$ cat src/rtl/instruction_encoder.sv
// RV32I instruction encoder: classifies a request by opcode, range-checks the
// immediate for its format, packs the 32-bit word and queues legal words in a FIFO.
module instruction_encoder #(
  parameter int DEPTH     = 4,
  parameter int WORD_SIZE = 32
) (
  input  logic                     clk,
  input  logic                     reset_n,
  input  logic                     in_valid,
  output logic                     in_ready,
  input  logic [6:0]               in_opcode,
  input  logic [4:0]               in_rd,
  input  logic [4:0]               in_rs1,
  input  logic [4:0]               in_rs2,
  input  logic [2:0]               in_funct3,
  input  logic [6:0]               in_funct7,
  input  logic [31:0]              in_imm,
  output logic                     out_valid,
  input  logic                     out_ready,
  output logic [WORD_SIZE-1:0]     out_instruction,
  output logic [2:0]               out_type,
  output logic                     err,
  output logic [7:0]               err_count,
  output logic [$clog2(DEPTH):0]   count
);

  localparam int PW = $clog2(DEPTH);
  localparam int CW = PW + 1;
  localparam int EW = WORD_SIZE + 3;

  localparam logic [6:0] OPC_OP     = 7'b0110011;
  localparam logic [6:0] OPC_OP_IMM = 7'b0010011;
  localparam logic [6:0] OPC_JALR   = 7'b1100111;
  localparam logic [6:0] OPC_LOAD   = 7'b0000011;
  localparam logic [6:0] OPC_BRANCH = 7'b1100011;
  localparam logic [6:0] OPC_STORE  = 7'b0100011;
  localparam logic [6:0] OPC_LUI    = 7'b0110111;
  localparam logic [6:0] OPC_AUIPC  = 7'b0010111;
  localparam logic [6:0] OPC_JAL    = 7'b1101111;

  localparam logic [2:0] TYPE_R = 3'b000;
  localparam logic [2:0] TYPE_I = 3'b001;
  localparam logic [2:0] TYPE_S = 3'b010;
  localparam logic [2:0] TYPE_U = 3'b011;
  localparam logic [2:0] TYPE_B = 3'b100;
  localparam logic [2:0] TYPE_J = 3'b101;

  // True when imm is exactly the sign-extension of its low 'bits' bits.
  function automatic logic fits_signed(input logic [31:0] imm, input int bits);
    logic signed [31:0] t;
    t = $signed(imm) <<< (32 - bits);
    t = t >>> (32 - bits);
    return (t == $signed(imm));
  endfunction

  function automatic logic [31:0] pack_r(input logic [6:0] f7, input logic [4:0] rs2,
                                         input logic [4:0] rs1, input logic [2:0] f3,
                                         input logic [4:0] rd, input logic [6:0] opc);
    return {f7, rs2, rs1, f3, rd, opc};
  endfunction

  function automatic logic [31:0] pack_i(input logic [31:0] imm, input logic [4:0] rs1,
                                         input logic [2:0] f3, input logic [4:0] rd,
                                         input logic [6:0] opc);
    return {imm[11:0], rs1, f3, rd, opc};
  endfunction

  function automatic logic [31:0] pack_s(input logic [31:0] imm, input logic [4:0] rs2,
                                         input logic [4:0] rs1, input logic [2:0] f3,
                                         input logic [6:0] opc);
    return {imm[11:5], rs2, rs1, f3, imm[4:0], opc};
  endfunction

  function automatic logic [31:0] pack_b(input logic [31:0] imm, input logic [4:0] rs2,
                                         input logic [4:0] rs1, input logic [2:0] f3,
                                         input logic [6:0] opc);
    return {imm[12], imm[10:5], rs2, rs1, f3, imm[4:1], imm[11], opc};
  endfunction

  function automatic logic [31:0] pack_u(input logic [31:0] imm, input logic [4:0] rd,
                                         input logic [6:0] opc);
    return {imm[31:12], rd, opc};
  endfunction

  function automatic logic [31:0] pack_j(input logic [31:0] imm, input logic [4:0] rd,
                                         input logic [6:0] opc);
    return {imm[20], imm[10:1], imm[11], imm[19:12], rd, opc};
  endfunction

  logic [WORD_SIZE-1:0] enc_word;
  logic [2:0]           enc_type;
  logic                 enc_legal;

  always_comb begin
    enc_word  = '0;
    enc_type  = TYPE_R;
    enc_legal = 1'b0;
    case (in_opcode)
      OPC_OP: begin
        enc_type  = TYPE_R;
        enc_legal = 1'b1;
        enc_word  = pack_r(in_funct7, in_rs2, in_rs1, in_funct3, in_rd, in_opcode);
      end
      OPC_OP_IMM, OPC_JALR, OPC_LOAD: begin
        enc_type  = TYPE_I;
        enc_legal = fits_signed(in_imm, 12);
        enc_word  = pack_i(in_imm, in_rs1, in_funct3, in_rd, in_opcode);
      end
      OPC_STORE: begin
        enc_type  = TYPE_S;
        enc_legal = fits_signed(in_imm, 12);
        enc_word  = pack_s(in_imm, in_rs2, in_rs1, in_funct3, in_opcode);
      end
      OPC_BRANCH: begin
        enc_type  = TYPE_B;
        enc_legal = fits_signed(in_imm, 13) && !in_imm[0];
        enc_word  = pack_b(in_imm, in_rs2, in_rs1, in_funct3, in_opcode);
      end
      OPC_LUI, OPC_AUIPC: begin
        enc_type  = TYPE_U;
        enc_legal = (in_imm[11:0] == 12'h000);
        enc_word  = pack_u(in_imm, in_rd, in_opcode);
      end
      OPC_JAL: begin
        enc_type  = TYPE_J;
        enc_legal = fits_signed(in_imm, 21) && !in_imm[0];
        enc_word  = pack_j(in_imm, in_rd, in_opcode);
      end
      default: begin
        enc_legal = 1'b0;
      end
    endcase
  end

  logic [EW-1:0] mem_q [DEPTH];
  logic [PW-1:0] wr_ptr_q, wr_ptr_d;
  logic [PW-1:0] rd_ptr_q, rd_ptr_d;
  logic [CW-1:0] count_q, count_d;
  logic          err_q, err_d;
  logic [7:0]    err_count_q, err_count_d;

  logic accept, push, pop, reject;
  logic [EW-1:0] head;

  assign in_ready  = (count_q < CW'(DEPTH));
  assign out_valid = (count_q != '0);
  assign accept    = in_valid && in_ready;
  assign push      = accept && enc_legal;
  assign reject    = accept && !enc_legal;
  assign pop       = out_valid && out_ready;

  always_comb begin
    wr_ptr_d    = wr_ptr_q;
    rd_ptr_d    = rd_ptr_q;
    count_d     = count_q;
    err_d       = reject;
    err_count_d = err_count_q;
    if (push) wr_ptr_d = wr_ptr_q + PW'(1);
    if (pop)  rd_ptr_d = rd_ptr_q + PW'(1);
    case ({push, pop})
      2'b10:   count_d = count_q + CW'(1);
      2'b01:   count_d = count_q - CW'(1);
      default: count_d = count_q;
    endcase
    if (reject && (err_count_q != 8'hFF)) err_count_d = err_count_q + 8'd1;
  end

  // Storage is data-only: nothing reads an entry until count says it was written.
  always_ff @(posedge clk) begin
    if (push) mem_q[wr_ptr_q] <= {enc_type, enc_word};
  end

  always_ff @(posedge clk or negedge reset_n) begin
    if (!reset_n) begin
      wr_ptr_q    <= '0;
      rd_ptr_q    <= '0;
      count_q     <= '0;
      err_q       <= 1'b0;
      err_count_q <= '0;
    end else begin
      wr_ptr_q    <= wr_ptr_d;
      rd_ptr_q    <= rd_ptr_d;
      count_q     <= count_d;
      err_q       <= err_d;
      err_count_q <= err_count_d;
    end
  end

  // Head is forced to zero while empty so stale or uninitialised entries never show.
  assign head            = mem_q[rd_ptr_q];
  assign out_instruction = out_valid ? head[WORD_SIZE-1:0] : '0;
  assign out_type        = out_valid ? head[EW-1:WORD_SIZE] : 3'b000;
  assign err             = err_q;
  assign err_count       = err_count_q;
  assign count           = count_q;

endmodule

$ cat config.mk
export PLATFORM = sky130hd
export DESIGN_NAME = instruction_encoder
export DESIGN_NICKNAME = d
export VERILOG_FILES = /design/src/rtl/instruction_encoder.sv
export SDC_FILE = /design/constraint.sdc
export NUM_CORES = 1
export LEC_CHECK = 0
export BUFFER_PORTS_ARGS = -buffer_cell sky130_fd_sc_hd__buf_2
export CORE_ASPECT_RATIO = 1.1
export CORE_MARGIN = 10
export CORE_UTILIZATION = 58
export CTS_BUF_LIST = sky130_fd_sc_hd__clkbuf_8
export DETAILED_ROUTE_END_ITERATION = 12
export PLACE_DENSITY = 0.82
export SLEW_MARGIN = 20
export SYNTH_ARGS = -nofsm -noshare
export SYNTH_HDL_FRONTEND = slang
export SYNTH_SLANG_ARGS = --single-unit
$ cat constraint.sdc
create_clock -name clk -period 2.1 [get_ports clk]
set_clock_uncertainty 0.05 [all_clocks]
set_input_delay 0.105 -clock clk [delete_from_list [all_inputs] [get_ports clk]]
set_output_delay 0.105 -clock clk [all_outputs]
set_load 0.02 [all_outputs]
==> results.yml <==
place:
  routabilityCongestion: 0.943
  place_ws_ns: -0.545
  dpl.hpwl_mm: 13.5
  port_buffers: 116
  placed_cell_area_sq_mm: 0.00850
  dp.cells: 768
clock_tree:
  cts_buffer_depth: 2
  h-tree-depth: 4
  numCtsBuffers: 17
  cts_tree: "built"
  clkLatencyLatePin_ns: 0.44
  path_clk_slew_ns: 0.10
  cts_sinks: 156
  cts-root-buf: "clkbuf_8"
finish:
  final_cells: 818
  drive_above_1_share_pct: 49.8
  diodes: 0
  syn_to_final_growth_pct: 34.9
  final_area_sq_mm: 0.00955
  fin_nets: 726
global_route:
  grt_pass1_wl_mm: 30.9
  track_usage_pct: 23.5
  grt_max_degree: 37
  antenna_found_initial: 1
  grt_overflow: 0
  grt_pass1_vias: 5472
critical_path:
  cp_slowest_cell: "mux4_2"
  endpoint_kind: "output pin"
  cp_max_fo: 7
  crit_required_ns: 1.95
  crit_path_frequent_cell: "buf_6"
  max_stage_delay_ns: 0.51
  crit_chain: "buf_6, buf_12, mux4_2, and2_4, buf_6"
  setup.worst_path.class: "reg2out"
  arrival_ns: 2.02
  cp_num_buf_inv: 3
  cp-start-kind: "register"
  critPathTopFamily: "multiplexers"
synthesis:
  avgSynthCellArea_sq_um: 15.8
  synth.distinct_cells: 57
  ys_seq_area_share_pct: 65.1
  ys_warn_count: 0
  netlist_area_sq_mm: 0.00708
  synth_ff_type: "edfxtp_1"
  synth.largest_area_cell: "edfxtp_1"
  ys_ff_latch: 156
  synth_area_leaders: "edfxtp_1 (59%), mux4_2 (11%), dfrtp_1 (5.7%), and2_1 (3.5%), a22o_1 (1.5%)"
  yosysMostFrequentCell: "edfxtp_1"
  syn-num-nets: 522
  syn-instance-count: 447
  yosysTopAreaCellShare_pct: 59.4
  ys_top_cells_by_count: "edfxtp_1 (140), and2_1 (40), mux4_2 (35)"
  synthArstFlopShare_pct: 10.3
  synth_edf_count: 140
sta:
  rsz0062_at_grt: "true"
  clock.fmax_ghz: 0.459
  tightest_slew_ns: 0.719
  period_share_pct: 104
  setup_viol: 31
  fin_crit_ns: 2.18
  maxSlewViolCount: 0
  setup_tns_ns: -1.38
  fin_ws_ns: -0.0776
  hold_viol: 0
  timing.slew.headroom_pct: 52.1
die:
  dieHeight_um: 136
  core-area_sq_mm: 0.0120
  dieArea_sq_mm: 0.0170
  io_pins: 117
  initial_core_util_pct: 59.1
  die_width_um: 125
  rows: 42
drt:
  initialDrtViolationCount: 494
  finalWirelength_mm: 19.6
  drc: 0
  vias: 5036
  dr.pass1.iters: 9
  postRouteAntennaNets: 0
  drt-wirelength-per-cell_um: 24.0
  drt-vias-per-instance: 6.16
outcome:
  violations: "negative setup slack"
  outcome: "finished with violations"
hold_path:
  holdCritPathClass: "in2reg"
power:
  power.leakage_nw: 3.82
  p_per_area_mw_per_mm2: 1120
  peakVddDrop_v: 0.000795
job:
  cap_violations: 0
==> final timing paths <==
path / start / endpoint / slack, ns / depth (start not counted)
setup / recovery: rd_ptr_q[0] / out_instruction[3] / -0.08 / 5
hold / removal: in_funct3[1] / mem_q[2][13] / 0.006 / 2
setup reg to reg: count[2] / count[2] / 0.10 / 9
hold reg to reg: count[0] / count[0] / 0.45 / 1
max in group asynchronous: reset_n / rd_ptr_q[0] / 1.62 / 2
min in group asynchronous: reset_n / err_count[1] / 0.07 / 2
==> routing by layer <==
| metal | share of wire, % | global-route usage, % | vias to the layer above |
|---|---|---|---|
| met2 | 51 | 40.6 | 349 |
| met4 | 3.3 | 9.99 | 2 |
| li1 | - | - | 2172 |
| met5 | 0.061 | 0 | - |
| met3 | 10 | 6.93 | 63 |
| met1 | 35 | 27.0 | 2450 |
==> per-stage QoR <==
| step | hold WS (ns) | total power [mW] | utilization [%] |
|---|---|---|---|
| finish | 0.00614 | 10.7 | 79.7 |
| global route | 0.0195 | 11.1 | 79.7 |
| CTS | 0.000985 | 10.7 | 79.6 |
| detailed placement | -0.00559 | 7.05 | 70.9 |
| global placement | -0.0125 | 6.97 | 70.9 |
| floorplan | -0.241 | 5.88 | - |
==> sequential cells by signal (all words and copies together), names as in the netlist <==
register	flops
rd_ptr_q	2
count	3
err	1
mem_q	140
wr_ptr_q	2
err_count	8
==> cells in the final DEF, fill, tap and decap left out, types with 5 or more instances in the layout <==
| master | n |
|---|---|
| and2_1 | 5 |
| clkbuf_8 | 17 |
| inv_1 | 16 |
| nor4_1 | 6 |
| nor2_1 | 9 |
| nand4_1 | 5 |
| dlygate4sd3_1 | 11 |
| xor2_1 | 8 |
| dfrtp_1 | 15 |
| buf_4 | 60 |
| nand2_1 | 24 |
| nor3_1 | 8 |
| edfxtp_1 | 140 |
| and2_4 | 39 |
| buf_2 | 79 |
| a22o_1 | 12 |
| a222oi_1 | 7 |
| nand3_1 | 14 |
| mux4_2 | 35 |
| buf_6 | 39 |
| or3_1 | 6 |
| a22oi_1 | 5 |
| inv_6 | 7 |
| a21oi_1 | 6 |
| buf_12 | 15 |
| ha_1 | 5 |
==> logic make-up after synthesis <==
group / synth area share (%)
AOI/OAI and AO/OA: 6.14
adders and majority gates: 1.34
buffers and inverters: 2.39
muxes: 12.1
xor gates and xnor gates: 1.49
and+or+nand+nor: 11.5
DFF: 65.1
==> what timing repair did <==
action | CTS | global route
gates resized for setup | 117 | 8
pin swaps | 8 | 6
hold buffers | 11 | 0
endpoints found under the hold margin | 55 | 0
setup endpoints to repair | 35 | 124
gates cloned | 3 | 0
buffers inserted | 6 | 0
==> layout make-up <==
| type | count | area [sq um] |
|---|---|---|
| flip-flops and latches | 156 | 4610 |
| multi-input cells | 251 | 2490 |
| fillers | 627 | 2430 |
| repair buffers | 207 | 1770 |
| clock buffers | 17 | 234 |
| clock inverters | 15 | 198 |
| well taps | 154 | 193 |
| inverters | 18 | 67.6 |
==> power by group <==
part,internal (mW),switching [mW]
clock network,1.22,1.20
logic,2.49,2.12
registers,3.47,0.158
(Power assumes the default switching activity.)
